--- src/rtl/text_overlay.sv ---
// rtl/text_overlay.sv - double-buffered scaled text overlay renderer (option: TEXT_OVERLAY_TRANSPARENT_EN)
module text_overlay #(
    parameter int MAX_CHARS  = 16,
    parameter int NUM_W      = 5,
    parameter int CHAR_W     = 15,
    parameter int CHAR_H     = 17,
    parameter int PITCH      = 18,
    parameter int SCALE_LOG2 = 0,
    parameter int ROM_AW     = 9
) (
    input  logic                   clk,
    input  logic                   reset,
    input  logic [10:0]            hcount,
    input  logic [9:0]             vcount,
    input  logic [10:0]            x,
    input  logic [9:0]             y,
    input  logic [23:0]            fg_color,
    input  logic [23:0]            bg_color,
    input  logic                   load,
    input  logic [MAX_CHARS*8-1:0] string_in,
    input  logic [NUM_W-1:0]       numchar_in,
    output logic                   pending,
    output logic [ROM_AW-1:0]      rom_addr,
    input  logic [CHAR_W-1:0]      rom_data,
    output logic [23:0]            pixel,
    output logic                   text_on
);

    localparam int STR_W  = MAX_CHARS * 8;
    localparam int IDX_W  = (MAX_CHARS > 1) ? $clog2(MAX_CHARS) : 1;
    localparam int CELL_W = PITCH << SCALE_LOG2;
    localparam int SUB_W  = $clog2(CELL_W + 1);
    localparam int BIT_W  = (CHAR_W > 1) ? $clog2(CHAR_W) : 1;
    localparam int ROW_W  = (CHAR_H > 1) ? $clog2(CHAR_H) : 1;
    localparam int BOX_H  = CHAR_H << SCALE_LOG2;

    localparam logic [SUB_W-1:0]  SUB_LAST   = SUB_W'(CELL_W - 1);
    localparam logic [NUM_W-1:0]  NUM_MAX    = NUM_W'(MAX_CHARS);
    localparam logic [ROM_AW-1:0] SPACE_BASE = ROM_AW'(26 * CHAR_H);

    // string buffers
    logic [STR_W-1:0] shadow_str;
    logic [STR_W-1:0] active_str;
    logic [NUM_W-1:0] shadow_num;
    logic [NUM_W-1:0] active_num;

    logic             frame_start;
    logic [NUM_W-1:0] num_clamped;

    // stage 0: column counters and row
    logic             run;
    logic [SUB_W-1:0] sub;
    logic [IDX_W-1:0] char_idx;
    logic [ROW_W-1:0] row_q;
    logic [23:0]      fg_q0;
    logic [23:0]      bg_q0;

    logic [10:0]      y_end;
    logic [9:0]       row_off;
    logic             row_hit;
    logic [ROW_W-1:0] row_sel;
    logic             start;
    logic             cell_end;
    logic             last_char;

    // stage 1: ROM address and bit index
    logic [7:0]        char_code;
    logic [ROM_AW-1:0] glyph_base;
    logic [SUB_W-1:0]  glyph_col;
    logic              col_in;
    logic [BIT_W-1:0]  bit_sel;
    logic              valid_q1;
    logic              col_in_q1;
    logic [BIT_W-1:0]  bit_q1;
    logic [23:0]       fg_q1;
    logic [23:0]       bg_q1;

    // stage 2: aligned with the ROM output register
    logic              valid_q2;
    logic              col_in_q2;
    logic [BIT_W-1:0]  bit_q2;
    logic [23:0]       fg_q2;
    logic [23:0]       bg_q2;
    logic              rom_bit;

    assign frame_start = (hcount == 11'd0) && (vcount == 10'd0);
    assign num_clamped = (numchar_in > NUM_MAX) ? NUM_MAX : numchar_in;

    // shadow capture on load, commit to active at frame start; a same-cycle load keeps pending set
    always_ff @(posedge clk or posedge reset) begin
        if (reset) begin
            shadow_str <= '0;
            shadow_num <= '0;
            active_str <= '0;
            active_num <= '0;
            pending    <= 1'b0;
        end else begin
            if (frame_start && pending) begin
                active_str <= shadow_str;
                active_num <= shadow_num;
                pending    <= 1'b0;
            end
            if (load) begin
                shadow_str <= string_in;
                shadow_num <= num_clamped;
                pending    <= 1'b1;
            end
        end
    end

    // row window, start condition and end-of-cell/end-of-string detection
    always_comb begin
        y_end     = {1'b0, y} + 11'(BOX_H);
        row_hit   = ({1'b0, vcount} >= {1'b0, y}) && ({1'b0, vcount} < y_end);
        row_off   = vcount - y;
        row_sel   = ROW_W'(row_off >> SCALE_LOG2);
        start     = (hcount == x) && row_hit && (active_num != '0);
        cell_end  = (sub == SUB_LAST);
        last_char = (NUM_W'(char_idx) == (active_num - 1'b1));
    end

    // stage 0: character/sub-pixel counters run from the box start to the last cell
    always_ff @(posedge clk or posedge reset) begin
        if (reset) begin
            run      <= 1'b0;
            sub      <= '0;
            char_idx <= '0;
            row_q    <= '0;
            fg_q0    <= '0;
            bg_q0    <= '0;
        end else begin
            row_q <= row_sel;
            fg_q0 <= fg_color;
            bg_q0 <= bg_color;
            if (start) begin
                run      <= 1'b1;
                sub      <= '0;
                char_idx <= '0;
            end else if (run) begin
                if (cell_end) begin
                    sub <= '0;
                    if (last_char) begin
                        run <= 1'b0;
                    end else begin
                        char_idx <= char_idx + 1'b1;
                    end
                end else begin
                    sub <= sub + 1'b1;
                end
            end
        end
    end

    // character lookup, glyph base address and bit position within the ROM word
    always_comb begin
        char_code = 8'(active_str >> (8 * (MAX_CHARS - 1 - int'(char_idx))));
        if ((char_code >= 8'h41) && (char_code <= 8'h5A)) begin
            glyph_base = ROM_AW'(char_code - 8'h41) * ROM_AW'(CHAR_H);
        end else begin
            glyph_base = SPACE_BASE;
        end
        glyph_col = sub >> SCALE_LOG2;
        col_in    = (glyph_col < SUB_W'(CHAR_W));
        bit_sel   = BIT_W'(SUB_W'(CHAR_W - 1) - glyph_col);
    end

    // stage 1: register ROM address and the column information that rides alongside
    always_ff @(posedge clk or posedge reset) begin
        if (reset) begin
            rom_addr  <= '0;
            valid_q1  <= 1'b0;
            col_in_q1 <= 1'b0;
            bit_q1    <= '0;
            fg_q1     <= '0;
            bg_q1     <= '0;
        end else begin
            rom_addr  <= glyph_base + ROM_AW'(row_q);
            valid_q1  <= run;
            col_in_q1 <= col_in;
            bit_q1    <= bit_sel;
            fg_q1     <= fg_q0;
            bg_q1     <= bg_q0;
        end
    end

    // stage 2: delay column information while the font ROM registers its word
    always_ff @(posedge clk or posedge reset) begin
        if (reset) begin
            valid_q2  <= 1'b0;
            col_in_q2 <= 1'b0;
            bit_q2    <= '0;
            fg_q2     <= '0;
            bg_q2     <= '0;
        end else begin
            valid_q2  <= valid_q1;
            col_in_q2 <= col_in_q1;
            bit_q2    <= bit_q1;
            fg_q2     <= fg_q1;
            bg_q2     <= bg_q1;
        end
    end

    assign rom_bit = rom_data[bit_q2];

    // stage 3: colour selection; gap columns and zero bits are background
    always_ff @(posedge clk or posedge reset) begin
        if (reset) begin
            pixel   <= 24'h000000;
            text_on <= 1'b0;
        end else begin
`ifdef TEXT_OVERLAY_TRANSPARENT_EN
            if (valid_q2 && col_in_q2 && rom_bit) begin
                pixel   <= fg_q2;
                text_on <= 1'b1;
            end else begin
                pixel   <= 24'h000000;
                text_on <= 1'b0;
            end
`else
            if (valid_q2) begin
                pixel   <= (col_in_q2 && rom_bit) ? fg_q2 : bg_q2;
                text_on <= 1'b1;
            end else begin
                pixel   <= 24'h000000;
                text_on <= 1'b0;
            end
`endif
        end
    end

endmodule
--- config.mk ---
export PLATFORM = sky130hd
export DESIGN_NAME = text_overlay
export DESIGN_NICKNAME = d
export VERILOG_FILES = /design/src/rtl/text_overlay.sv
export SDC_FILE = /design/constraint.sdc
export NUM_CORES = 1
export LEC_CHECK = 0
export CAP_MARGIN = 20
export CORE_ASPECT_RATIO = 2
export CORE_MARGIN = 5
export CORE_UTILIZATION = 35
export DETAILED_ROUTE_END_ITERATION = 8
export GPL_ROUTABILITY_DRIVEN = 1
export GPL_TIMING_DRIVEN = 0
export PLACE_DENSITY = 0.54
export RECOVER_POWER = 50
export SETUP_SLACK_MARGIN = 0.5
export SLEW_MARGIN = 20
export SYNTH_ARGS = -nofsm -noshare
export SYNTH_HDL_FRONTEND = slang
export SYNTH_SLANG_ARGS = --single-unit
--- constraint.sdc ---
create_clock -name clk -period 26 [get_ports clk]
set_clock_uncertainty 0.2 [all_clocks]
set_input_delay 3.9 -clock clk [delete_from_list [all_inputs] [get_ports clk]]
set_output_delay 3.9 -clock clk [all_outputs]
set_load 0.005 [all_outputs]
==> results.cfg <==
[die]
coreArea_um2 = 52600
die_x_um = 173
rows = 119
die_h_um = 335
io-pin-count = 276
dieArea_um2 = 57800
initial_core_util_pct = 35.2

[outcome]
violations = max-capacitance violations, max-slew violations
run_status = finished, violations left

[setup_path]
worstPathRequired_ps = 25160
cp-start-kind = input pin
cp_cell_sequence = dlygate4sd3_1, clkinvlp_2, clkbuf_1
cp_slowest_stage_delay_ps = 3910
path_max_fanout = 112
critical_path.top_delay_family = buffers and inverters
critPathBufInv = 3
cp.arrival_ps = 10190
end_kind = async pin
crit_slowest_cell = clkbuf_1
path_class = in -> async

[detailed_routing]
top_layer = met5
first_iter_violations = 422
drt-pass1-iter-count = 4
wl_per_cell_um = 21.3
route.met3.wl_um = 2590
wirelength_um = 47100
antenna_left = 0
wl_met1_um = 16900
vias = 10600
drc = 0
wl_met2_um = 26500
viasPerCell = 4.79

[synth]
async_flop_share_pct = 100
synth.largest_area_cell = dfrtp_1
synth_area_um2 = 18500
yosys.area.top_type_share_pct = 63.9
synthFlopType = dfrtp_1
ys_seq_elements = 472
yosys_warnings = 0
synth_cells = 1184
synth.area.top_cells = dfrtp_1, mux2_2, mux4_2
synth_cell_types = 51
synth-seq-area-share_pct = 63.9
syn_area_per_cell_um2 = 15.6
synth_nets = 1469
synth_edf_count = 0

[clocking]
cts.htree.levels = 2
cts_tree = built
worst_skew_pair.late_latency_ps = 580
post_cts_buffers = 0
cts_root_buf = clkbuf_16
cts_buffers = 44
cts_hold_buf = 0
cts.sinks = 472
clk_pin_slew_ps = 60
cts_resized = 0
clockBufferDepth = 3

[sta]
worst_pin_slew_ps = 5440
fmax_mhz = 90.6
whs_ps = 135
maxSlewViolCount = 276
maxSlewHeadroom_pct = -263
setup_viol = 0
finalSetupTns_ps = 0
post-route-period-util_pct = 42.4
min_period_ps = 11030
hold_viol = 0
rsz0062_at_grt = false

[flow_run]
drv_cap = 3

[power]
power_frac_clock_pct = 39.7
pwr-share-comb_pct = 9.3
sw_frac_of_total_pct = 23.4
power_density_nw_per_um2 = 66.9
peakVddDrop_v = 0.0000667
power_frac_seq_pct = 51.0
power.switching_mw = 0.368
leakage_nw = 10.6
internal_power_mw = 1.21

[placed_design]
globalplace.congestion = 0.813
io_buffers = 274
dp_hpwl_um = 35700

[global_routing]
overflow = 0
grt_usage_pct = 16.3
grt_pass1_vias = 12000
antenna_found_initial = 3
grt_start_max_net_pins = 113
grt_pass1_wl_um = 72600

[cells_and_area]
area_growth_pct = 27.3
nNetsFinal = 1794
layout-drive-gt1-share_pct = 25.6
final_common_cell = dfrtp_1
final_cell_mix = dfrtp_1, mux2_2, clkdlybuf4s50_1
fillers = 4794

[min_path]
hold_class = reg -> reg
[final cells by class]
cell class | instances | area, µm² | area share [%]
Antenna cell | 2 | 5.00 | 0.0213
Buffer | 45 | 198 | 0.840
Tap cell | 665 | 832 | 3.53
Timing Repair Buffer | 279 | 2810 | 11.9
Clock buffer | 61 | 1260 | 5.34
Sequential cell | 472 | 11800 | 50.2
Inverter | 39 | 148 | 0.627
Clock inverter | 17 | 149 | 0.632
Multi-Input combinational cell | 628 | 6330 | 26.9
[synth_stat cells, types with 3 or more instances]
library cell  instances
dfrtp_1             472
mux2_2              261
ha_1                 41
inv_1                38
mux4_2               38
xnor2_1              36
nor2b_1              32
clkbuf_1             30
mux2i_1              30
nand2_1              30
a21oi_1              25
o21ai_0              13
buf_2                11
nor3_1               11
xor2_1               11
nand4_1              10
nor2_1               10
a21o_1                8
nand2b_1              7
a22o_1                6
nor4_1                6
nand3_1               5
o22ai_1               5
a22oi_1               3
and2_1                3
and3_1                3
fa_1                  3
nand3b_1              3
o211ai_1              3
[path summary, 6_finish.rpt]
check | start | endpoint | slack, ps | cells after the start
hold reg to reg | bit_q1[2]$_DFF_PP0_ | bit_q2[2]$_DFF_PP0_ | 140 | 0
min in group asynchronous | reset | fg_q0[21]$_DFF_PP0_ | 4440 | 2
max in group clk | hcount[0] | active_str[26]$_DFFE_PP0P_ | 18910 | 8
setup / recovery | reset | bg_q1[0]$_DFF_PP0_ | 14970 | 3
hold / removal | bit_q1[2]$_DFF_PP0_ | bit_q2[2]$_DFF_PP0_ | 140 | 0
setup reg to reg | char_idx[1]$_DFFE_PP0P_ | rom_addr[8]$_DFF_PP0_ | 19330 | 18
[cell families after synthesis]
group | after synthesis | share of synthesized area [%]
DFF | 472 | 63.9
muxes | 329 | 22.2
and+or+nand+nor | 129 | 3.83
buffers and inverters | 84 | 1.86
AOI/OAI and AO/OA | 79 | 2.94
xor gates and xnor gates | 47 | 2.23
adders and majority gates | 44 | 3.10
[per-stage QoR]
step	area [µm²]	worst slack, ps	instances	power [mW]	util (%)
finish	23500	14970	2208	1.58	44.8
global route	23500	13160	2206	1.65	44.8
CTS	23600	18910	2206	1.61	44.9
detailed placement	22200	18300	2128	0.970	42.2
global placement	22100	3590	2123	0.966	42.0
floorplan	18500	8730	1184	0.892	-
[routing by layer]
layer | track usage, % | vias up
li1 | - | 4823
met1 | 17.3 | 5406
met2 | 31.9 | 279
met3 | 3.58 | 60
met4 | 4.67 | 4
met5 | 0 | -
[sequential cells by signal, indices dropped and copies added, names as in the netlist, 4 cells and up]
name	flops
shadow_str	128
bit_q2	4
active_num	5
bg_q1	24
bit_q1	4
fg_q1	24
char_idx	4
fg_q2	24
row_q	5
glyph_col	5
pixel	24
rom_addr	9
bg_q2	24
fg_q0	24
bg_q0	24
active_str	128
shadow_num	5
[power by group through the flow]
stage	Sequential, mW	Combinational (mW)	Clock [mW]
floorplan	0.809	0.0827	0
global placement	0.817	0.149	0
detailed placement	0.817	0.154	0
CTS	0.803	0.155	0.654
global route	0.807	0.164	0.676
finish	0.803	0.147	0.625
Power figures use the tool's default switching activity.
